**config.mk**
```make
export PLATFORM = sky130hd
export DESIGN_NAME = btn_debounce_pulse
export DESIGN_NICKNAME = d
export VERILOG_FILES = /design/src/rtl/btn_debounce_pulse.sv
export SDC_FILE = /design/constraint.sdc
export NUM_CORES = 1
export LEC_CHECK = 0
export BUFFER_PORTS_ARGS = -buffer_cell sky130_fd_sc_hd__buf_2
export CELL_PAD_IN_SITES_DETAIL_PLACEMENT = 1
export CELL_PAD_IN_SITES_GLOBAL_PLACEMENT = 2
export CORE_MARGIN = 2
export CORE_UTILIZATION = 25
export DETAILED_ROUTE_END_ITERATION = 6
export PLACE_DENSITY = 0.64
export SETUP_SLACK_MARGIN = 0.1
export SLEW_MARGIN = 40
export SYNTH_ARGS = -nofsm -noshare
export SYNTH_HDL_FRONTEND = slang
export SYNTH_SLANG_ARGS = --single-unit
```
**constraint.sdc**
```tcl
create_clock -name clk -period 2.7 [get_ports clk]
set_input_delay 0.54 -clock clk [delete_from_list [all_inputs] [get_ports clk]]
set_output_delay 0.54 -clock clk [all_outputs]
set_load 0.005 [all_outputs]
```
**src/rtl/btn_debounce_pulse.sv**
```systemverilog
// ---------------------------------------------------------------------------
// btn_debounce_pulse
//
// Turns one raw, bouncing push-button input into clean strobes for the
// 4-bit up-counter stage that follows it. The block synchronises the input,
// debounces it, and emits single-cycle press/release pulses. While the
// button is held it can also emit an auto-repeat pulse stream.
//
// Ports
//   clk          in   board clock; all logic runs on posedge
//   rst          in   asynchronous, active-low reset (release is re-timed to clk)
//   btn_in       in   raw button, asynchronous to clk, 1 = pressed
//   repeat_en    in   1 = auto-repeat enabled while held (sampled every cycle)
//   btn_level    out  debounced button level
//   btn_press    out  one-cycle pulse on accepted press
//   btn_release  out  one-cycle pulse on accepted release
//   btn_rpt      out  one-cycle auto-repeat pulse while held
//
// Parameters
//   DB_CYCLES      consecutive stable samples needed to accept a change (>=2)
//   REPEAT_DELAY   edges from the press edge to the first btn_rpt (>=1)
//   REPEAT_PERIOD  edges between later btn_rpt pulses (>=1)
//   CNT_W          counter width; must hold the largest of the three above
// ---------------------------------------------------------------------------
module btn_debounce_pulse #(
  parameter int unsigned DB_CYCLES     = 2_000_000,
  parameter int unsigned REPEAT_DELAY  = 50_000_000,
  parameter int unsigned REPEAT_PERIOD = 10_000_000,
  parameter int unsigned CNT_W         = 27
) (
  input  logic clk,
  input  logic rst,
  input  logic btn_in,
  input  logic repeat_en,
  output logic btn_level,
  output logic btn_press,
  output logic btn_release,
  output logic btn_rpt
);

  typedef enum logic [1:0] {
    IDLE        = 2'd0,
    ARM_PRESS   = 2'd1,
    HELD        = 2'd2,
    ARM_RELEASE = 2'd3
  } state_e;

  // Terminal counts: a counter that already holds N-1 is on its N-th edge.
  localparam logic [CNT_W-1:0] DB_LAST  = CNT_W'(DB_CYCLES - 1);
  localparam logic [CNT_W-1:0] DLY_LAST = CNT_W'(REPEAT_DELAY - 1);
  localparam logic [CNT_W-1:0] PER_LAST = CNT_W'(REPEAT_PERIOD - 1);
  localparam logic [CNT_W-1:0] CNT_ONE  = CNT_W'(1);

  // -------------------------------------------------------------------------
  // Reset re-timing: assertion stays asynchronous, release lands on a clock
  // edge so no flop sees reset deassert mid-cycle.
  // -------------------------------------------------------------------------
  logic [1:0] rst_sync_q;
  logic       rst_n_int;

  // NOTE: clocked state is always written with non-blocking assignments so
  // every flop samples pre-edge values regardless of statement order.
  always_ff @(posedge clk or negedge rst) begin
    if (!rst) begin
      rst_sync_q <= 2'b00;
    end else begin
      rst_sync_q <= {rst_sync_q[0], 1'b1};
    end
  end

  assign rst_n_int = rst_sync_q[1];

  // -------------------------------------------------------------------------
  // Two-flop synchroniser; sync_in is the only view of the button used below.
  // -------------------------------------------------------------------------
  logic [1:0] btn_sync_q;
  logic       sync_in;

  always_ff @(posedge clk or negedge rst_n_int) begin
    if (!rst_n_int) begin
      btn_sync_q <= 2'b00;
    end else begin
      btn_sync_q <= {btn_sync_q[0], btn_in};
    end
  end

  assign sync_in = btn_sync_q[1];

  // -------------------------------------------------------------------------
  // State and datapath registers
  // -------------------------------------------------------------------------
  state_e           state_q, state_d;
  logic [CNT_W-1:0] db_cnt_q, db_cnt_d;
  logic [CNT_W-1:0] rpt_cnt_q, rpt_cnt_d;
  logic             rpt_period_q, rpt_period_d;  // 0: initial delay, 1: period
  logic             level_q, level_d;
  logic             press_q, press_d;
  logic             release_q, release_d;
  logic             rpt_q, rpt_d;

  always_ff @(posedge clk or negedge rst_n_int) begin
    if (!rst_n_int) begin
      state_q      <= IDLE;
      db_cnt_q     <= '0;
      rpt_cnt_q    <= '0;
      rpt_period_q <= 1'b0;
      level_q      <= 1'b0;
      press_q      <= 1'b0;
      release_q    <= 1'b0;
      rpt_q        <= 1'b0;
    end else begin
      state_q      <= state_d;
      db_cnt_q     <= db_cnt_d;
      rpt_cnt_q    <= rpt_cnt_d;
      rpt_period_q <= rpt_period_d;
      level_q      <= level_d;
      press_q      <= press_d;
      release_q    <= release_d;
      rpt_q        <= rpt_d;
    end
  end

  // -------------------------------------------------------------------------
  // Next-state logic: debounce counting. db_cnt counts consecutive samples
  // that disagree with the current accepted level.
  // -------------------------------------------------------------------------
  // NOTE: every signal assigned in a combinational block gets a default at
  // the top, so no path through the case leaves it unassigned (no latch).
  always_comb begin
    state_d  = state_q;
    db_cnt_d = db_cnt_q;
    unique case (state_q)
      IDLE: begin
        if (sync_in) begin
          state_d  = ARM_PRESS;
          db_cnt_d = CNT_ONE;
        end
      end
      ARM_PRESS: begin
        if (!sync_in) begin
          state_d  = IDLE;
          db_cnt_d = '0;
        end else if (db_cnt_q == DB_LAST) begin
          state_d  = HELD;
          db_cnt_d = '0;
        end else begin
          db_cnt_d = db_cnt_q + CNT_ONE;
        end
      end
      HELD: begin
        if (!sync_in) begin
          state_d  = ARM_RELEASE;
          db_cnt_d = CNT_ONE;
        end
      end
      ARM_RELEASE: begin
        if (sync_in) begin
          state_d  = HELD;
          db_cnt_d = '0;
        end else if (db_cnt_q == DB_LAST) begin
          state_d  = IDLE;
          db_cnt_d = '0;
        end else begin
          db_cnt_d = db_cnt_q + CNT_ONE;
        end
      end
      default: begin
        state_d  = IDLE;
        db_cnt_d = '0;
      end
    endcase
  end

  // -------------------------------------------------------------------------
  // Output logic: pulses are decoded from the transition being taken this
  // edge and registered, so they appear in the cycle after that edge.
  // -------------------------------------------------------------------------
  logic [CNT_W-1:0] rpt_last;

  always_comb begin
    press_d      = (state_q == ARM_PRESS)   && (state_d == HELD);
    release_d    = (state_q == ARM_RELEASE) && (state_d == IDLE);
    // The accepted level is 1 in both states that sit above a press.
    level_d      = (state_d == HELD) || (state_d == ARM_RELEASE);
    rpt_d        = 1'b0;
    rpt_cnt_d    = rpt_cnt_q;
    rpt_period_d = rpt_period_q;
    rpt_last     = rpt_period_q ? PER_LAST : DLY_LAST;

    if (press_d) begin
      rpt_cnt_d    = '0;
      rpt_period_d = 1'b0;
    end else if ((state_q == HELD) && (state_d == HELD)) begin
      if (!repeat_en) begin
        // Held at zero so re-enabling starts the full initial delay again.
        rpt_cnt_d    = '0;
        rpt_period_d = 1'b0;
      end else if (rpt_cnt_q == rpt_last) begin
        rpt_d        = 1'b1;
        rpt_cnt_d    = '0;
        rpt_period_d = 1'b1;
      end else begin
        rpt_cnt_d = rpt_cnt_q + CNT_ONE;
      end
    end
    // Any other case (release debounce, bounce back to HELD) keeps the
    // repeat counter frozen so a rejected release resumes the cadence.
  end

  assign btn_level   = level_q;
  assign btn_press   = press_q;
  assign btn_release = release_q;
  assign btn_rpt     = rpt_q;

endmodule
```
# Yosys cells after proc, flatten, opt, wreduce, memory -nomap -nowiden
# Index checks and enable logic that the tools add are counted.
dict set report word_totals {
  ram_bits 0
  reg_bits 65
  rom_bits 0
  wordCells 57
  input_bits 4
  mem_count 0
  out_inout_bits 4
  latchBits 0
}
dict set report op_classes {
  mul 0
  n_reduce_logical 9
  n_lt_le_gt_ge 0
  n_eq_ne 10
  bitwise 0
  div_mod_pow 0
  mux 26
  add_sub_neg 2
  n_shift 0
}
# cell count
set ops {}
lappend ops {{2-to-1 mux 27 bit} 9}
lappend ops {{one-hot mux 27 bit (4 select lines)} 1}
lappend ops {{adder 27 x 1 -> 27 bit, second input constant} 2}
lappend ops {{equality test 27 x 21 -> 1 bit, second input constant} 1}
lappend ops {{equality test 27 x 26 -> 1 bit} 1}
lappend ops {{2-to-1 mux 26 bit} 1}
lappend ops {{2-to-1 mux 2 bit} 6}
lappend ops {{equality test 2 bit, second input constant} 4}
lappend ops {{2-to-1 mux 1 bit} 8}
lappend ops {{one-hot mux 2 bit (4 select lines)} 1}
lappend ops {{logical NOT 2 bit} 2}
lappend ops {{inequality test 2 bit, second input constant} 2}
lappend ops {{AND reduction 2 bit} 2}
lappend ops {{logical AND 1 bit} 3}
lappend ops {{inequality test 3 x 1 -> 1 bit, second input constant} 1}
lappend ops {{equality test 2 x 1 -> 1 bit, second input constant} 1}
lappend ops {{nonzero test 2 bit} 1}
lappend ops {{logical OR 1 bit} 1}

# Depth between registers and ports, before layout
# Gate-level depths: netlist of the first run.
dict set report logic_depth {
  depth_word 8
  ltp_mapped 9
  mapped_depth_nobuf 7
}

# Least setup slack after synthesis of the first run
# Ideal clock, no wire load.
dict set report synth_timing {
  kind {flip-flop to flip-flop}
  from {register db_cnt_q[0]}
  to {register db_cnt_q[26]}
  path_stages_with_launch 9
  arrival_ps 2132
  path_buffers 1
  slack_ps 435
  cell_sequence {dfrtp_1 -> ha_1 -> nand3_1 -> or4b_2 -> clkbuf_1 -> nor4_2 -> nand3_1 -> xor2_1 -> o22ai_1}
}
dict set report synth_between {
  elab_chain_cells 4
  word_cells_on_any_way 6
  cone_classes {add/sub: 1; eq/ne: 1; mux: 4}
}
# element line_no
set synth_rtl {}
lappend synth_rtl {{start, declared} 93} ;# logic [CNT_W-1:0] db_cnt_q, db_cnt_d;
lappend synth_rtl {{start signal, assigned} 113} ;# db_cnt_q <= db_cnt_d;
lappend synth_rtl {{adder 27 x 1 -> 27 bit or equality test 27 x 21 -> 1 bit (tied branches)} --}
lappend synth_rtl {{2-to-1 mux 27 bit (*)} {143, 160}}
lappend synth_rtl {{2-to-1 mux 27 bit, on equally long branches} {157, 140}}
lappend synth_rtl {{one-hot mux 27 bit (4 select lines) (*)} 132} ;# unique case (state_q)
# Every way passes the cells marked *; elsewhere a longest branch is shown, timed or not.
# A chain may end at the register's enable or synchronous reset.

# Worst setup path in the final report of the first run
dict set report layout_timing {
  from {register db_cnt_q[13]}
  to {register rpt_cnt_q[26]}
}
dict set report layout_between {
  elab_chain_cells 7
  word_cells_on_any_way 11
  cone_classes {eq/ne: 2; mux: 6; reduce/logical: 3}
}
# element line_no
set layout_rtl {}
lappend layout_rtl {{equality test 27 x 21 -> 1 bit (*)} {143, 160}}
lappend layout_rtl {{2-to-1 mux 2 bit, on equally long branches} {160, 143}}
lappend layout_rtl {{2-to-1 mux 2 bit, on equally long branches} {157, 140}}
lappend layout_rtl {{one-hot mux 2 bit (4 select lines) (*)} 132}
lappend layout_rtl {{equality test 2 bit (*)} {181, 193}}
lappend layout_rtl {{logical AND 1 bit, on equally long branches} {181, 193}}
lappend layout_rtl {{2-to-1 mux 27 bit or nonzero test 2 bit (tied branches)} --}
lappend layout_rtl {{end signal, assigned} 114} ;# rpt_cnt_q <= rpt_cnt_d;
lappend layout_rtl {{end, declared} 94} ;# logic [CNT_W-1:0] rpt_cnt_q, rpt_cnt_d;
# Marked as above.

==> metrics.md, run 1 <==
| Metric | Value |
|---|---|
| Reg2Reg Setup Slack | `0.25 ns` |
| Routed vias/inst | `5.141` |
| Area Growth Syn to Fin | `18.05%` |
| Worst-skew pair later-pin latency | `0.34 ns` |
| Most frequent cell after synthesis | `dfrtp_1` |
| Post-layout min period | `2.448 ns` |
| Final core occ | `30.07%` |
| Max Clk Rate | `0.4085 GHz` |
| Area occupied by multi-input gates | `0.001929 sq mm` |
| Die height | `125.2 um` |
| Pre-CTS WS | `0.09121 ns` |
| Area after DPL | `0.004023 sq mm` |
| Final-report hold violation count | `0` |
| Via count | `3064` |
| Critical path class | `reg -> reg` |
| Max-slew headroom | `58.42%` |
| Setup Fix Bufs, Post-CTS | `0` |
| DRT iter0 DRCs | `109` |
| Synth area leader | `dfrtp_1` |
| Post-Syn Instances | `391` |
| FF-to-FF path depth | `7` |
| # IOs | `8` |
| Synthesized flop and latch total | `65` |
| Register Area | `0.001630 sq mm` |
| Async set-reset flop share out of synthesis | `100.0%` |
| Slew Limit Fails | `0` |
| First-pass GRT wire length | `17380 um` |
| Worst setup EP type | `flop` |
| Total power | `2.275 mW` |
| Yosys top cell area share | `44.26%` |
| Yosys warns | `0` |
| Htree depth | `3` |
| Leak | `1.724 nW` |
| Critical Path RT | `2.93 ns` |
| Die X | `125.2 um` |
| # Max-Cap Violations | `0` |
| HP Class | `reg -> async` |
| Clk root buf | `clkbuf_16` |
| Top cells by instance count after synthesis | `dfrtp_1 (65), nor2_1 (33), nand2_1 (32), o21ai_0 (27), nand3_1 (23)` |
| Syn avg cell area | `9.398 sq um` |
| Ys flop type | `dfrtp_1` |
| Initial antenna violation count | `0` |
| CP max FO | `6` |
| Total power divided by cell area | `524.4 mW/mm^2` |
| Largest cells by area after synthesis | `dfrtp_1 (44%), o21ai_0 (3.7%), nor2_1 (3.4%)` |
| CTS buffer count | `9` |
| Number of flops mapped to enable cells by yosys | `0` |
| Final period util | `90.68%` |
| Total GRT Usage | `13.98%` |
| Finished Layout Cells | `596` |
| Remaining DRCs | `0` |
| Port Buffers | `7` |
| Initial core utilization | `25.48%` |
| Final Setup Violations | `0` |
| Mapped cell area | `0.003675 sq mm` |
| GRT overflow | `0` |
| CTS tree | `yes` |
| Nets | `414` |
| Placement Rows | `44` |
| Number of global-route vias before repair | `3288` |
| Startpoint types | `flop` |
| DP HPWL | `7430 um` |
| Final worst slack | `0.2518 ns` |
| Worst vdd ir | `251.6 uV` |
| Core Region | `0.01442 sq mm` |
| Ant diodes | `0` |
| Placed cells | `580` |
| Mapped Nets | `397` |
| Number of fill cells in the layout | `1662` |
| Longest Clk Path Bufs | `2` |
| Sink Count | `65` |
| Unrepaired setup endpoints after global routing | `yes` |
| Design area | `0.004338 sq mm` |
| Status | `finished, final reports clean` |
| DRT Wirelength | `10470 um` |
| Reg clk slew, reported paths | `0.06 ns` |
| Die area | `0.01569 sq mm` |
| Sum Neg Setup Slack | `0 ns` |
| Worst hold slack | `0.3051 ns` |
| Crit path DAT | `2.67 ns` |
| Final Skew | `0.009625 ns` |
| Sequential fraction of the synthesis area | `44.26%` |
| WL/cell | `17.57 um` |
| ANT nets after route | `0` |
| Share of post-route cells with drive strength above 1 | `13.83%` |
| Largest net degree at the start of global routing | `35` |
| Pre-antenna DRT Iters | `4` |
| Placer's final routability congestion estimate | `0.7838` |
| Yosys cell types | `64` |
| Actual slew at the worst max-slew pin | `0.6215 ns` |
## path summary, 6_finish.rpt
| check | to | from |
|---|---|---|
| worst max-delay path | rpt_cnt_q[26] | db_cnt_q[13] |
| worst min-delay path | db_cnt_q[11] | rst_sync_q[1] |
| worst max register to register | rpt_cnt_q[26] | db_cnt_q[13] |
| worst min register to register | db_cnt_q[11] | rst_sync_q[1] |
| max in group asynchronous | rpt_cnt_q[2] | rst_sync_q[1] |
| min in group clk | btn_sync_q[0] | btn_in |
## flip-flops by register name, indices dropped and copies added (netlist names), 2 cells and up
name / flops
rpt_cnt_q: 27
state_q: 2
btn_sync_q: 2
db_cnt_q: 27
rst_sync_q: 2
## logic make-up after synthesis
group / after synthesis / synth area share [%]
AND/OR/NAND/NOR: 180 / 27.78
AO/OA/AOI/OAI: 87 / 17.13
flip-flops: 65 / 44.26
buffers and inverters: 30 / 3.473
XOR/XNOR: 18 / 4.290
multiplexers: 8 / 2.281
adder cells (fa/ha/maj): 2 / 0.6809
other: 1 / 0.1020
## area by class of cell
class / count / area share [%]
flip-flops and latches: 65 / 37.58
clock inverters: 3 / 0.9230
inverters: 11 / 0.9518
clock buffers: 12 / 5.913
well taps: 184 / 5.307
repair buffers: 25 / 4.846
multi-input cells: 296 / 44.48
## placed cells by master, fill, tap and decap left out, types with 3 or more instances in the layout
| cell type | n |
|---|---|
| a32o_1 | 3 |
| a22o_1 | 6 |
| buf_12 | 3 |
| nand3_1 | 23 |
| mux2_2 | 3 |
| clkbuf_16 | 9 |
| nor3_1 | 8 |
| nor3b_1 | 3 |
| and3_1 | 8 |
| dfrtp_1 | 64 |
| nor2b_1 | 6 |
| nand2b_1 | 4 |
| nor4_1 | 4 |
| and4_1 | 6 |
| o21ai_0 | 27 |
| a31oi_1 | 4 |
| xnor2_1 | 11 |
| mux2i_1 | 5 |
| buf_4 | 14 |
| buf_2 | 7 |
| or3_1 | 12 |
| nor2_1 | 33 |
| and2_1 | 6 |
| or4_1 | 4 |
| a211oi_1 | 3 |
| nand2_1 | 32 |
| a21oi_1 | 15 |
| inv_1 | 11 |
| xor2_1 | 7 |
| a21o_1 | 3 |
| o2111ai_1 | 4 |
| nand4_1 | 13 |
## metal layers
metal / up-vias / GRT usage (%) / part of all wire (%) / routed length [um]
met5: - / 0 / 0 / 0
met4: 0 / 3.725 / 0.78 / 82
met3: 6 / 4.022 / 2.9 / 307
met2: 28 / 24.01 / 50 / 5249
met1: 1549 / 17.23 / 46 / 4830
li1: 1481 / - / - / -
## report_power, final
group | switching, mW | total [mW] | internal [mW]
Clock | 0.432 | 1.19 | 0.757
Sequential | 0.0190 | 1.00 | 0.985
Combinational | 0.0520 | 0.0823 | 0.0303
Total | 0.503 | 2.27 | 1.77
## critical path, cell delays in order (launching register included)
cell	delay, ns
dfrtp_1	0.43
or4b_4	0.57
nor4_4	0.28
nand4_2	0.23
buf_4	0.25
a2111oi_4	0.36
xnor2_1	0.15
nor2_1	0.06
## what timing repair did
item | 4_1_cts | 5_1_grt
endpoints found under the setup margin | 1 | 8
hold buffers | 1 | 0
endpoints found under the hold margin | 2 | 0
gates resized for setup | 1 | 2
Power figures use the tool's default switching activity.
==> inputs of run 2 (changes only) <==
--- a/config.mk
+++ b/config.mk
@@ -10,6 +10,7 @@
 export CELL_PAD_IN_SITES_GLOBAL_PLACEMENT = 2
 export CORE_MARGIN = 2
 export CORE_UTILIZATION = 25
+export CTS_BUF_LIST = sky130_fd_sc_hd__clkbuf_8
 export DETAILED_ROUTE_END_ITERATION = 6
 export PLACE_DENSITY = 0.64
 export SETUP_SLACK_MARGIN = 0.1
==> metrics.md, run 2 (synthesis gave the netlist of run 1 again) <==
| Metric | Value |
|---|---|
| Final period util | `89.73% (-0.95 points)` |
| Nets | `414 (unchanged)` |
| Crit-path slowest cell | `or4bb_1` |
| Crit path largest cell delay | `0.53 ns (-0.04 ns)` |
| Htree depth | `3 (unchanged)` |
| Status | `finished, final reports clean` |
| Crit path DAT | `2.66 ns (about the same)` |
| Area after DPL | `0.004023 sq mm (unchanged)` |
| RR Startpoint | `db_cnt_q[24]` |
| Remaining DRCs | `0 (unchanged)` |
| Clk root buf | `clkbuf_8` |
| GRT overflow | `0 (unchanged)` |
| Final Skew | `0.01537 ns (+0.005747 ns)` |
| Commonest non-fill, non-tap cell in the layout | `dfrtp_1` |
| Final Setup Violations | `0 (unchanged)` |
| ANT nets after route | `0 (unchanged)` |
| Final-report hold violation count | `0 (unchanged)` |
| Number of global-route vias before repair | `3285 (-0.091%)` |
| Reg clk slew, reported paths | `0.08 ns (+0.02 ns)` |
| Placer's final routability congestion estimate | `0.7838 (unchanged)` |
| Commonest cells after routing, fill and taps aside | `dfrtp_1 (64), nor2_1 (33), nand2_1 (32)` |
| Share of post-route cells with drive strength above 1 | `13.83% (unchanged)` |
| Sum Neg Setup Slack | `0 ns (unchanged)` |
| Largest net degree at the start of global routing | `35 (unchanged)` |
| Leak | `1.662 nW (-3.6%)` |
| Via count | `3077 (+0.42%)` |
| # Max-Cap Violations | `0 (unchanged)` |
| Actual slew at the worst max-slew pin | `0.6214 ns (-0.00007463 ns)` |
| Longest Clk Path Bufs | `2 (unchanged)` |
| Worst-path cell chain | `or4bb_1 > nor4_1 > and4_1 > or2_1 > buf_12 > o21ai_0 > a22o_1` |
| DRT iter0 DRCs | `116 (+6.4%)` |
| Ant diodes | `0 (unchanged)` |
| Placed cells | `580 (unchanged)` |
| Routed vias/inst | `5.163 (+0.42%)` |
| DRT Wirelength | `10450 um (-0.23%)` |
| Worst hold slack | `0.2833 ns (-0.02179 ns)` |
| Unrepaired setup endpoints after global routing | `no` |
| CTS buffer count | `9 (unchanged)` |
| Worst-skew pair later-pin latency | `0.36 ns (+0.02 ns)` |
| Initial antenna violation count | `0 (unchanged)` |
| Die area | `0.01569 sq mm (unchanged)` |
| Total GRT Usage | `13.89% (-0.097 points)` |
| Core Region | `0.01442 sq mm (unchanged)` |
| Critical path class | `reg -> reg` |
| Critical Path Source | `db_cnt_q[24]` |
| Critical Path RT | `2.94 ns (about the same)` |
| Startpoint types | `flop` |
| DP HPWL | `7430 um (unchanged)` |
| WL/cell | `17.53 um (-0.23%)` |
| HP Class | `in -> reg` |
| Max-slew headroom | `58.42% (about the same)` |
| Port Buffers | `7 (unchanged)` |
| Die height | `125.2 um (unchanged)` |
| Final worst slack | `0.2774 ns (+0.02564 ns)` |
| Design area | `0.004245 sq mm (-2.1%)` |
| Hold path startpoint | `btn_in` |
| CP max FO | `19 (+13)` |
| Slew Limit Fails | `0 (unchanged)` |
| Worst setup EP type | `flop` |
| Total power divided by cell area | `456.6 mW/mm^2 (-13%)` |
| Pre-antenna DRT Iters | `4 (unchanged)` |
| Area Growth Syn to Fin | `15.53%` |
| Worst vdd ir | `192.4 uV (-24%)` |
| Die X | `125.2 um (unchanged)` |
| # IOs | `8 (unchanged)` |
| Placement Rows | `44 (unchanged)` |
| Pre-CTS WS | `0.09121 ns (unchanged)` |
| Max Clk Rate | `0.4128 GHz (+1.1%)` |
| Finished Layout Cells | `596 (unchanged)` |
| CTS tree | `yes` |
| Sink Count | `65 (unchanged)` |
| Top flop regs | `db_cnt_q x27, rpt_cnt_q x27` |
| Initial core utilization | `25.48% (unchanged)` |
| First-pass GRT wire length | `17320 um (-0.36%)` |
| Post-layout min period | `2.423 ns (-0.02564 ns)` |
run 2: cell types whose count changed in the layout (fill, tap and decap cells not counted), sizes merged:
cell | previous run | this run
clkbuf | 12 | 11
inv | 11 | 12
run 2: path summary, 6_finish.rpt:
kind,end,cells past startpoint,slack (ns)
worst max-delay path,db_cnt_q[2],7,0.28
worst min-delay path,btn_sync_q[0],1,0.28
worst max register to register,db_cnt_q[2],7,0.28
worst min register to register,db_cnt_q[11],0,0.31
max in group asynchronous,rpt_cnt_q[13],1,1.84
min in group asynchronous,db_cnt_q[11],0,0.31
run 2: cell type report:
class / count / area [sq um]
clock inverters: 4 / 43.79
flip-flops and latches: 65 / 1630
clock buffers: 11 / 151.4
well taps: 184 / 230.2
inverters: 11 / 41.29
fillers: 1678 / 10180
multi-input cells: 296 / 1938
repair buffers: 25 / 210.2
run 2: critical path, delay by kind of cell, from the launching register on:
kind | cells | cell delay, ns
AND/OR/NAND/NOR | 4 | 1.35
AO/OA/AOI/OAI | 2 | 0.33
flip-flops | 1 | 0.44
buffers and inverters | 1 | 0.16
run 2: timing repair:
action,CTS,global route
setup buffers,0,0
resized for setup,1,3
setup endpoints to repair,2,8
gates cloned,0,0
hold buffers,1,0
pin swaps,0,1
hold endpoints to repair,2,0
run 2: power breakdown:
part           switching [mW]  internal [mW]  leakage, nW
sequential             0.0192          0.983        0.782
clock                   0.388          0.466        0.106
combinational          0.0525         0.0303        0.773
run 2: per-layer routing:
layer / routed length [um] / global-route usage (%) / vias to the layer above
li1: - / - / 1480
met1: 4860 / 17.40 / 1563
met2: 5164 / 23.59 / 26
met3: 306 / 3.894 / 8
met4: 114 / 3.660 / 0
met5: 0 / 0 / -
run 2: per-stage QoR:
step	power [mW]	utilization, %
3_3_place_gp	1.104	27.87
5_1_grt	2.040	29.43
4_1_cts	1.980	29.32
6_report	1.938	29.43
2_1_floorplan	1.064	-
3_5_place_dp	1.105	27.89
